**src/rtl/arbitro_registrador_pkg.sv**
```systemverilog
// Shared definitions for the two-requester registered arbiter.
//   estado_t        : FSM state encoding (OCIOSO, CARREGA, CONFIRMA)
//   LARGURA_PADRAO  : default data width of the shared register
package arbitro_registrador_pkg;

   localparam int LARGURA_PADRAO = 8;

   typedef enum logic [1:0] {
      OCIOSO   = 2'd0,
      CARREGA  = 2'd1,
      CONFIRMA = 2'd2
   } estado_t;

endpackage

```
**src/rtl/arbitro_registrador_if.sv**
```systemverilog
// Handshake/data bundle between two requesters and the arbiter.
//   req0/req1, dado0/dado1   : requests and write data (requester side drives)
//   ack0/ack1                : write-complete acknowledges (arbiter drives)
//   ocupado, q, conta_cargas : busy flag, shared register, completed-load count
// Modports: master = requester side, slave = arbiter side.
interface arbitro_registrador_if
   import arbitro_registrador_pkg::*;
#(
   parameter int LARGURA = LARGURA_PADRAO
) ();

   logic               req0;
   logic               req1;
   logic [LARGURA-1:0] dado0;
   logic [LARGURA-1:0] dado1;
   logic               ack0;
   logic               ack1;
   logic               ocupado;
   logic [LARGURA-1:0] q;
   logic [7:0]         conta_cargas;

   modport master (
      output req0, req1, dado0, dado1,
      input  ack0, ack1, ocupado, q, conta_cargas
   );

   modport slave (
      input  req0, req1, dado0, dado1,
      output ack0, ack1, ocupado, q, conta_cargas
   );

endinterface

```
**src/rtl/arbitro_registrador_registrador_carga.sv**
```systemverilog
// registrador_carga: LARGURA-bit register with load enable, built as a
// hold/load 2:1 mux in front of each flip-flop.
//   clk   : clock
//   rst   : asynchronous active-high reset, clears q
//   carga : load enable (1 = take d, 0 = hold)
//   d     : data in
//   q     : register contents
module registrador_carga
   import arbitro_registrador_pkg::*;
#(
   parameter int LARGURA = LARGURA_PADRAO
) (
   input  logic               clk,
   input  logic               rst,
   input  logic               carga,
   input  logic [LARGURA-1:0] d,
   output logic [LARGURA-1:0] q
);

   logic [LARGURA-1:0] r_q;
   logic [LARGURA-1:0] w_d_prox;

   always_comb begin
      w_d_prox = r_q;
      for (int i = 0; i < LARGURA; i++) begin
         w_d_prox[i] = carga ? d[i] : r_q[i];
      end
   end

   always_ff @(posedge clk or posedge rst) begin
      if (rst) r_q <= '0;
      else     r_q <= w_d_prox;
   end

   assign q = r_q;

endmodule

```
**src/rtl/arbitro_registrador.sv**
```systemverilog
// arbitro_registrador: arbitrates two four-phase write requesters onto one
// shared register, acknowledges the winner and counts completed loads.
//   clk : clock (rising edge)
//   rst : asynchronous active-high reset
//   bus : arbitro_registrador_if.slave (req/dado in, ack/ocupado/q/conta_cargas out)
// Build option: define ROUND_ROBIN_EN for round-robin tie breaking;
// otherwise requester 0 wins every tie.
//
// state    | meaning
// ---------+-----------------------------------------------------
// OCIOSO   | idle, sampling requests, grant registered on exit
// CARREGA  | loading dado of the granted requester into q
// CONFIRMA | ack of granted requester high until its req drops
module arbitro_registrador
   import arbitro_registrador_pkg::*;
#(
   parameter int LARGURA = LARGURA_PADRAO
) (
   input  logic                  clk,
   input  logic                  rst,
   arbitro_registrador_if.slave  bus
);

   estado_t            r_estado;
   estado_t            w_estado_prox;
   logic               r_gnt;
   logic               w_gnt_prox;
   logic               w_escolha;
   logic               w_req_gnt;
   logic               w_carga;
   logic               r_ack0;
   logic               r_ack1;
   logic [7:0]         r_conta;
   logic [LARGURA-1:0] w_dado_sel;
   logic [LARGURA-1:0] w_q;

`ifdef ROUND_ROBIN_EN
   logic r_ultimo;

   // on a tie the requester not served last wins
   always_comb begin
      if (bus.req0 && bus.req1) w_escolha = ~r_ultimo;
      else                      w_escolha = ~bus.req0;
   end

   always_ff @(posedge clk or posedge rst) begin
      if (rst)                                           r_ultimo <= 1'b1;
      else if (r_estado == OCIOSO && (bus.req0 || bus.req1)) r_ultimo <= w_escolha;
   end
`else
   always_comb begin
      w_escolha = ~bus.req0;
   end
`endif

   always_comb begin
      w_estado_prox = r_estado;
      w_gnt_prox    = r_gnt;
      w_carga       = 1'b0;
      w_req_gnt     = r_gnt ? bus.req1 : bus.req0;
      case (r_estado)
         OCIOSO: begin
            if (bus.req0 || bus.req1) begin
               w_gnt_prox    = w_escolha;
               w_estado_prox = CARREGA;
            end
         end
         CARREGA: begin
            w_carga       = 1'b1;
            w_estado_prox = CONFIRMA;
         end
         CONFIRMA: begin
            if (!w_req_gnt) w_estado_prox = OCIOSO;
         end
         default: w_estado_prox = OCIOSO;
      endcase
   end

   always_ff @(posedge clk or posedge rst) begin
      if (rst) begin
         r_estado <= OCIOSO;
         r_gnt    <= 1'b0;
      end else begin
         r_estado <= w_estado_prox;
         r_gnt    <= w_gnt_prox;
      end
   end

   // acks are registered off the next state so they rise with the load
   always_ff @(posedge clk or posedge rst) begin
      if (rst) begin
         r_ack0  <= 1'b0;
         r_ack1  <= 1'b0;
         r_conta <= 8'd0;
      end else begin
         r_ack0 <= (w_estado_prox == CONFIRMA) && !w_gnt_prox;
         r_ack1 <= (w_estado_prox == CONFIRMA) &&  w_gnt_prox;
         if (w_carga) r_conta <= r_conta + 8'd1;
      end
   end

   assign w_dado_sel = r_gnt ? bus.dado1 : bus.dado0;

   registrador_carga #(.LARGURA(LARGURA)) u_registrador (
      .clk   (clk),
      .rst   (rst),
      .carga (w_carga),
      .d     (w_dado_sel),
      .q     (w_q)
   );

   assign bus.q            = w_q;
   assign bus.ack0         = r_ack0;
   assign bus.ack1         = r_ack1;
   assign bus.ocupado      = (r_estado != OCIOSO);
   assign bus.conta_cargas = r_conta;

endmodule
```
**src/flat_wrapper.sv**
```systemverilog
// flat-port wrapper written by rule: the top's interface ports become plain ports
module arbitro_registrador_flat import arbitro_registrador_pkg::*;
#(
   parameter int LARGURA = LARGURA_PADRAO
)
  (clk, rst, bus_req0, bus_req1, bus_dado0, bus_dado1, bus_ack0, bus_ack1, bus_ocupado, bus_q, bus_conta_cargas);
  arbitro_registrador_if #(.LARGURA(LARGURA)) bus_i ();
  input  logic clk;
  input  logic rst;
  input wire logic [$bits(bus_i.req0)-1:0] bus_req0;
  input wire logic [$bits(bus_i.req1)-1:0] bus_req1;
  input wire logic [$bits(bus_i.dado0)-1:0] bus_dado0;
  input wire logic [$bits(bus_i.dado1)-1:0] bus_dado1;
  output wire logic [$bits(bus_i.ack0)-1:0] bus_ack0;
  output wire logic [$bits(bus_i.ack1)-1:0] bus_ack1;
  output wire logic [$bits(bus_i.ocupado)-1:0] bus_ocupado;
  output wire logic [$bits(bus_i.q)-1:0] bus_q;
  output wire logic [$bits(bus_i.conta_cargas)-1:0] bus_conta_cargas;
  assign bus_i.req0 = bus_req0;
  assign bus_i.req1 = bus_req1;
  assign bus_i.dado0 = bus_dado0;
  assign bus_i.dado1 = bus_dado1;
  assign bus_ack0 = bus_i.ack0;
  assign bus_ack1 = bus_i.ack1;
  assign bus_ocupado = bus_i.ocupado;
  assign bus_q = bus_i.q;
  assign bus_conta_cargas = bus_i.conta_cargas;
  arbitro_registrador #(.LARGURA(LARGURA)) u_core (.clk(clk), .rst(rst), .bus(bus_i));
endmodule
```
**config.mk**
```make
export PLATFORM = sky130hd
export DESIGN_NAME = arbitro_registrador_flat
export DESIGN_NICKNAME = d
export VERILOG_FILES = /design/src/rtl/arbitro_registrador_pkg.sv /design/src/rtl/arbitro_registrador_if.sv /design/src/rtl/arbitro_registrador_registrador_carga.sv /design/src/rtl/arbitro_registrador.sv /design/src/flat_wrapper.sv
export SDC_FILE = /design/constraint.sdc
export NUM_CORES = 1
export LEC_CHECK = 0
export ABC_AREA = 0
export CORE_UTILIZATION = 60
export CTS_BUF_LIST = sky130_fd_sc_hd__clkbuf_8
export CTS_CLUSTER_DIAMETER = 150
export CTS_CLUSTER_SIZE = 16
export DETAILED_ROUTE_END_ITERATION = 12
export DONT_BUFFER_PORTS = 1
export PLACE_DENSITY = 0.86
export REMOVE_ABC_BUFFERS = 1
export SLEW_MARGIN = 20
export SYNTH_ARGS = -nofsm -noshare
export SYNTH_HDL_FRONTEND = slang
export SYNTH_SLANG_ARGS = --single-unit
export TNS_END_PERCENT = 50
```
**constraint.sdc**
```tcl
create_clock -name clk -period 1.4 [get_ports clk]
set_input_delay 0.28 -clock clk [delete_from_list [all_inputs] [get_ports clk]]
set_output_delay 0.28 -clock clk [all_outputs]
set_load 0.005 [all_outputs]
```
==> impl_metrics.env <==
export IMPL_run_status="completed"
export IMPL_ioPinCount=39
export IMPL_grt_pass1_vias=557
export IMPL_rows=13
export IMPL_numCtsBuffers=3
export IMPL_drc=0
export IMPL_ys_seq_area_frac=0.567
export IMPL_fp_dieH_um=41.3
export IMPL_worstSkewPairLatency_ns=0.26
export IMPL_via_per_inst=5.97
export IMPL_startpoint_type="flop"
export IMPL_setup_tns_ns=0
export IMPL_synth_area_per_cell_um2=11.0
export IMPL_required_ns=1.12
export IMPL_syn_inst=84
export IMPL_antenna_found_initial=0
export IMPL_diodes=0
export IMPL_grt_pass1_wl_um=2290
export IMPL_p_leak_nw=0.480
export IMPL_stdcell_area_um2=997
export IMPL_yosys_area_top_type_share=0.567
export IMPL_slew_violations=0
export IMPL_area_delta_synth_final_pct=7.56
export IMPL_drive_above_1_share=0.101
export IMPL_whs_ns=0.0973
export IMPL_dp_hpwl_um=1230
export IMPL_nNetsFinal=111
export IMPL_worstPathArrival_ns=0.94
export IMPL_vias=621
export IMPL_synth_seq_cells=21
export IMPL_cts_clk_slew_worst_paths_ns=0.07
export IMPL_synth_area_top_cells="dfrtp_1, mux2i_1, xnor2_1"
export IMPL_cts_buffer_depth=2
export IMPL_die_x_um=41.3
export IMPL_period_share=0.871
export IMPL_rsz0062_at_grt="false"
export IMPL_drv_cap=0
export IMPL_cts_resized=0
export IMPL_grt_max_degree=22
export IMPL_antenna_left=0
export IMPL_ys_warn_count=0
export IMPL_cts_root_buf="clkbuf_8"
export IMPL_hold_violations=0
export IMPL_drt_first_iter_violations=4
export IMPL_syn_area_um2=927
export IMPL_yosysMostFrequentCell="dfrtp_1"
export IMPL_tightest_slew_ns=0.264
export IMPL_avgRoutedWirePerCell_um=16.0
export IMPL_core_mm2=0.00137
export IMPL_numPortBuffers=0
export IMPL_fp_dieArea_mm2=0.00171
export IMPL_synth_common_cells="dfrtp_1, nand2_1, mux2i_1, o21ai_0, xnor2_1"
export IMPL_ys_async_sr_fraction=1.00
export IMPL_slew_headroom=0.824
export IMPL_path_class="reg2out"
export IMPL_track_usage=0.214
export IMPL_max_freq_ghz=0.820
export IMPL_firstDrtPassIters=4
export IMPL_yosys_cell_types_count=18
export IMPL_skew_ns=0.00650
export IMPL_grt_ovfl_total=0
export IMPL_gp_congestion=0.783
export IMPL_cts_tree="done"
export IMPL_crit_fanout=5
export IMPL_crit_path_end_kind="primary output"
export IMPL_fill_cells=106
export IMPL_p_per_area_mw_per_mm2=2200
export IMPL_setup_violations=0
export IMPL_holdCritPathClass="in2reg"
export IMPL_routed_wl_um=1660
export IMPL_post_cts_buffers=0
export IMPL_ir_drop_uv=1120
export IMPL_synth_area_leader_cell="dfrtp_1"
export IMPL_initial_core_util=0.679
export IMPL_period_minus_slack_ns=1.22
export IMPL_placed_area_um2=942
export IMPL_synth_edf_count=0
export IMPL_htreeDepth=1
export IMPL_synthFlopType="dfrtp_1"
export IMPL_clock_sinks=21
[path summary, 6_finish.rpt]
kind | slack [ns] | cells past startpoint | endpoint | startpoint
max in group asynchronous | 0.68 | 3 | u_core.r_estado[0] | rst
min in group asynchronous | 0.50 | 3 | u_core.u_registrador.q[4] | rst
min | 0.1 | 1 | u_core.r_gnt | bus_req0
min reg2reg | 0.50 | 1 | u_core.bus.conta_cargas[7] | u_core.bus.conta_cargas[7]
max | 0.18 | 2 | bus_ocupado | u_core.r_estado[1]
max reg2reg | 0.25 | 3 | u_core.bus.conta_cargas[6] | u_core.r_estado[1]
[timing repair]
item | CTS | global route
hold buffers | 1 | 0
endpoints found under the setup margin | 0 | 0
endpoints found under the hold margin | 21 | 0
[final cells by class]
cell class	instances	area, µm²	share of cell area
inverters	2	7.51	0.00753
clock inverters	1	3.75	0.00376
repair buffers	4	32.5	0.0326
multi-input cells	58	368	0.369
clock buffers	3	41.3	0.0414
well taps	15	18.8	0.0188
flip-flops and latches	21	526	0.527
[metrics by stage]
stage	instances	worst slack (ns)	utilization	power [W]
final	104	0.181	0.730	0.00220
after global routing	104	0.110	0.730	0.00238
after CTS	104	0.166	0.730	0.00222
after detailed placement	99	0.256	0.690	0.00183
after global placement	99	0.329	0.690	0.00177
after floorplan	81	0.200	-	0.00161
[worst max-delay path, stage by stage, from the launching register on]
cell     delay [ns]
dfrtp_1        0.41
nor2_1         0.19
inv_1          0.09
[where the power goes]
| part | leakage [nW] | internal, W | switching [W] |
|---|---|---|---|
| clock | 0.0269 | 0.000195 | 0.000182 |
| combinational | 0.188 | 0.000328 | 0.000376 |
| sequential | 0.266 | 0.000865 | 0.000251 |
[state kept, by name, indices dropped and copies added, names as in the netlist]
name	flops
u_core.u_registrador.q	8
u_core.r_estado	2
u_core.bus.conta_cargas	8
u_core.bus.ack0	1
u_core.bus.ack1	1
u_core.r_gnt	1
[cell usage in the layout (no fill, tap or decap)]
cell type,synthesis,final
dfrtp_1,21,21
ha_1,1,1
nand4_1,4,4
buf_4,2,3
mux2_2,1,1
and2b_2,2,2
nand2_1,15,15
and3_1,1,1
clkbuf_8,0,3
inv_1,2,3
and4b_1,1,1
a21oi_1,4,4
nand2b_1,1,1
mux2i_1,8,8
xnor2_1,7,7
o21ai_0,8,8
dlygate4sd3_1,0,1
nor2b_1,1,1
nor2_1,4,4
[kinds of logic (layout without fill, tap and decap cells)]
kind of cell / count (synthesis) / count (layout) / share of synthesized area
flip-flops: 21 / 21 / 0.567
AND/OR/NAND/NOR: 29 / 29 / 0.154
XOR/XNOR: 7 / 7 / 0.0661
adder cells (fa/ha/maj): 1 / 1 / 0.0135
AO/OA/AOI/OAI: 12 / 12 / 0.0648
multiplexers: 9 / 9 / 0.0985
buffers and inverters: 5 / 10 / 0.0364
[metal layers]
metal	vias to the layer above	routed length, µm	track usage
li1	297	-	-
met1	301	627	0.239
met2	20	913	0.395
met3	3	100	0.0479
met4	0	19	0.0806
met5	-	0	0
(Power assumes the default switching activity.)
==> patch, RTL diff (same flow settings) <==
Encoding of `estado_t`: now one-hot (3 bits for 3 values).
--- a/src/rtl/arbitro_registrador_pkg.sv
+++ b/src/rtl/arbitro_registrador_pkg.sv
@@ -5,10 +5,10 @@
 
    localparam int LARGURA_PADRAO = 8;
 
-   typedef enum logic [1:0] {
-      OCIOSO   = 2'd0,
-      CARREGA  = 2'd1,
-      CONFIRMA = 2'd2
+   typedef enum logic [2:0] {
+      OCIOSO   = 3'b001,
+      CARREGA  = 3'b010,
+      CONFIRMA = 3'b100
    } estado_t;
 
 endpackage
Behaviour: same outputs for any inputs over 10 cycles, from zero or initial values and one cycle with rst high; not proved beyond that.
==> patch against the unedited design <==
  * Register-to-register slack worse by 0.17 ns
  * Via count is 4.0% higher
  * Worst setup slack worse by 0.15 ns
  * Highest routed layer unchanged
  * Critical path depth stayed put
  * Non-clock buffer count is 2 higher
  * Sequential cell count is 1 higher
  * Synthesized area is 7.0% higher
  * Wire length is 11% higher
  * Cell area is 11% higher
  * First-iteration DRC count grew to 2.5 times the old value
  * Cell count is 6.7% higher
  * Clock skew is 0.0038 ns lower
  * Total power is 9.5% higher
==> patch: results (changes against the unedited design) <==
global_routing:
  grt_pass1_vias: 676  # +21%
  grt_max_degree: 18  # -18%
  track_usage: 0.222  # +0.00725
timing:
  fin_crit_sh: 0.976  # +0.105
  fin_skew_ns: 0.00271  # -0.00379 ns
placed_design:
  dp.cells: 104  # +5.1%
  place_congestion: 0.801  # +2.3%
  place_area_um2: 1010  # +7.6%
  hpwl_um: 1270  # +3.7%
pwr:
  vdd_ir_drop_max_mv: 1.18  # +6.0%
  swShare: 0.363  # -0.00496
synth:
  ys_top_cells_by_area: "dfrtp_1 53%, mux2i_1 8.1%, a21oi_1 6.6%"
  synth_fa_ha_area_frac: 0.0126  # -0.000885
  synthXorXnorAreaFrac: 0.0618  # -0.00434
  synth_cell_types: 23  # +5
  synth_commonest_cells: "21 x dfrtp_1, 14 x nor2_1, 13 x a21oi_1"
route:
  met2_length_um: 948  # +3.8%
  wl_um: 1840  # +11%
status:
  outcome: "completed"
finish:
  nets: 117  # +5.4%
  drive_gt1_frac: 0.158  # +0.0568
critical_path:
  r2r_cells: 5  # +2
  critical_path.max_stage_delay_ns: 0.54  # +0.13 ns
  r2r_end: "u_core.u_registrador.q[5]"
  cpMaxStageDelayCell: "dfstp_2"
  cp_max_fo: 3  # -2
  r2r_slack_ns: 0.08  # -0.17 ns
cts:
  cts_setup_buffers: 1  # +1
patch: cell types whose count changed in the layout (fill, tap and decap cells not counted), sizes merged, moves of 4 or more:
cell | before | now
xnor2 | 7 | 3
xor2 | 0 | 4
a21oi | 4 | 13
o21ai | 8 | 0
nand2 | 15 | 2
nor2 | 4 | 14
nor3b | 0 | 4
patch: kinds of logic after synthesis:
group / Yosys count
XOR/XNOR: 7
AO/OA/AOI/OAI: 13
adder cells (fa/ha/maj): 1
multiplexers: 10
AND/OR/NAND/NOR: 30
flip-flops: 22
buffers and inverters: 5
patch: area by class of cell:
cell class,instances,area [µm²]
clock buffer,4,55.1
timing repair buffer,6,51.3
sequential,22,552
tap,16,20.0
multi-input combinational,61,423
fill,112,415
inverter,2,7.51
patch: metal layers:
layer | vias to the layer above | track usage
li1 | 316 | -
met1 | 309 | 0.289
met2 | 17 | 0.364
met3 | 4 | 0.0255
met4 | 0 | 0.113
met5 | - | 0
patch: power by group through the flow:
stage	clock [mW]	sequential [mW]	combinational [mW]
floorplan	0	1.16	0.526
global placement	0	1.16	0.684
detailed placement	0	1.18	0.716
CTS	0.446	1.15	0.791
global route	0.469	1.18	0.915
finish	0.445	1.15	0.810
patch: how the worst min path moves through the flow:
stage               startpoint                         to  slack, ns  cells past startpoint
global placement           rst  u_core.u_registrador.q[4]       0.10                      1
floorplan                  rst            u_core.bus.ack0       0.27                      1
global route          bus_req0               u_core.r_gnt       0.11                      1
CTS                   bus_req0               u_core.r_gnt       0.11                      1
detailed placement         rst  u_core.u_registrador.q[4]       0.11                      1
finish                bus_req0               u_core.r_gnt       0.11                      1
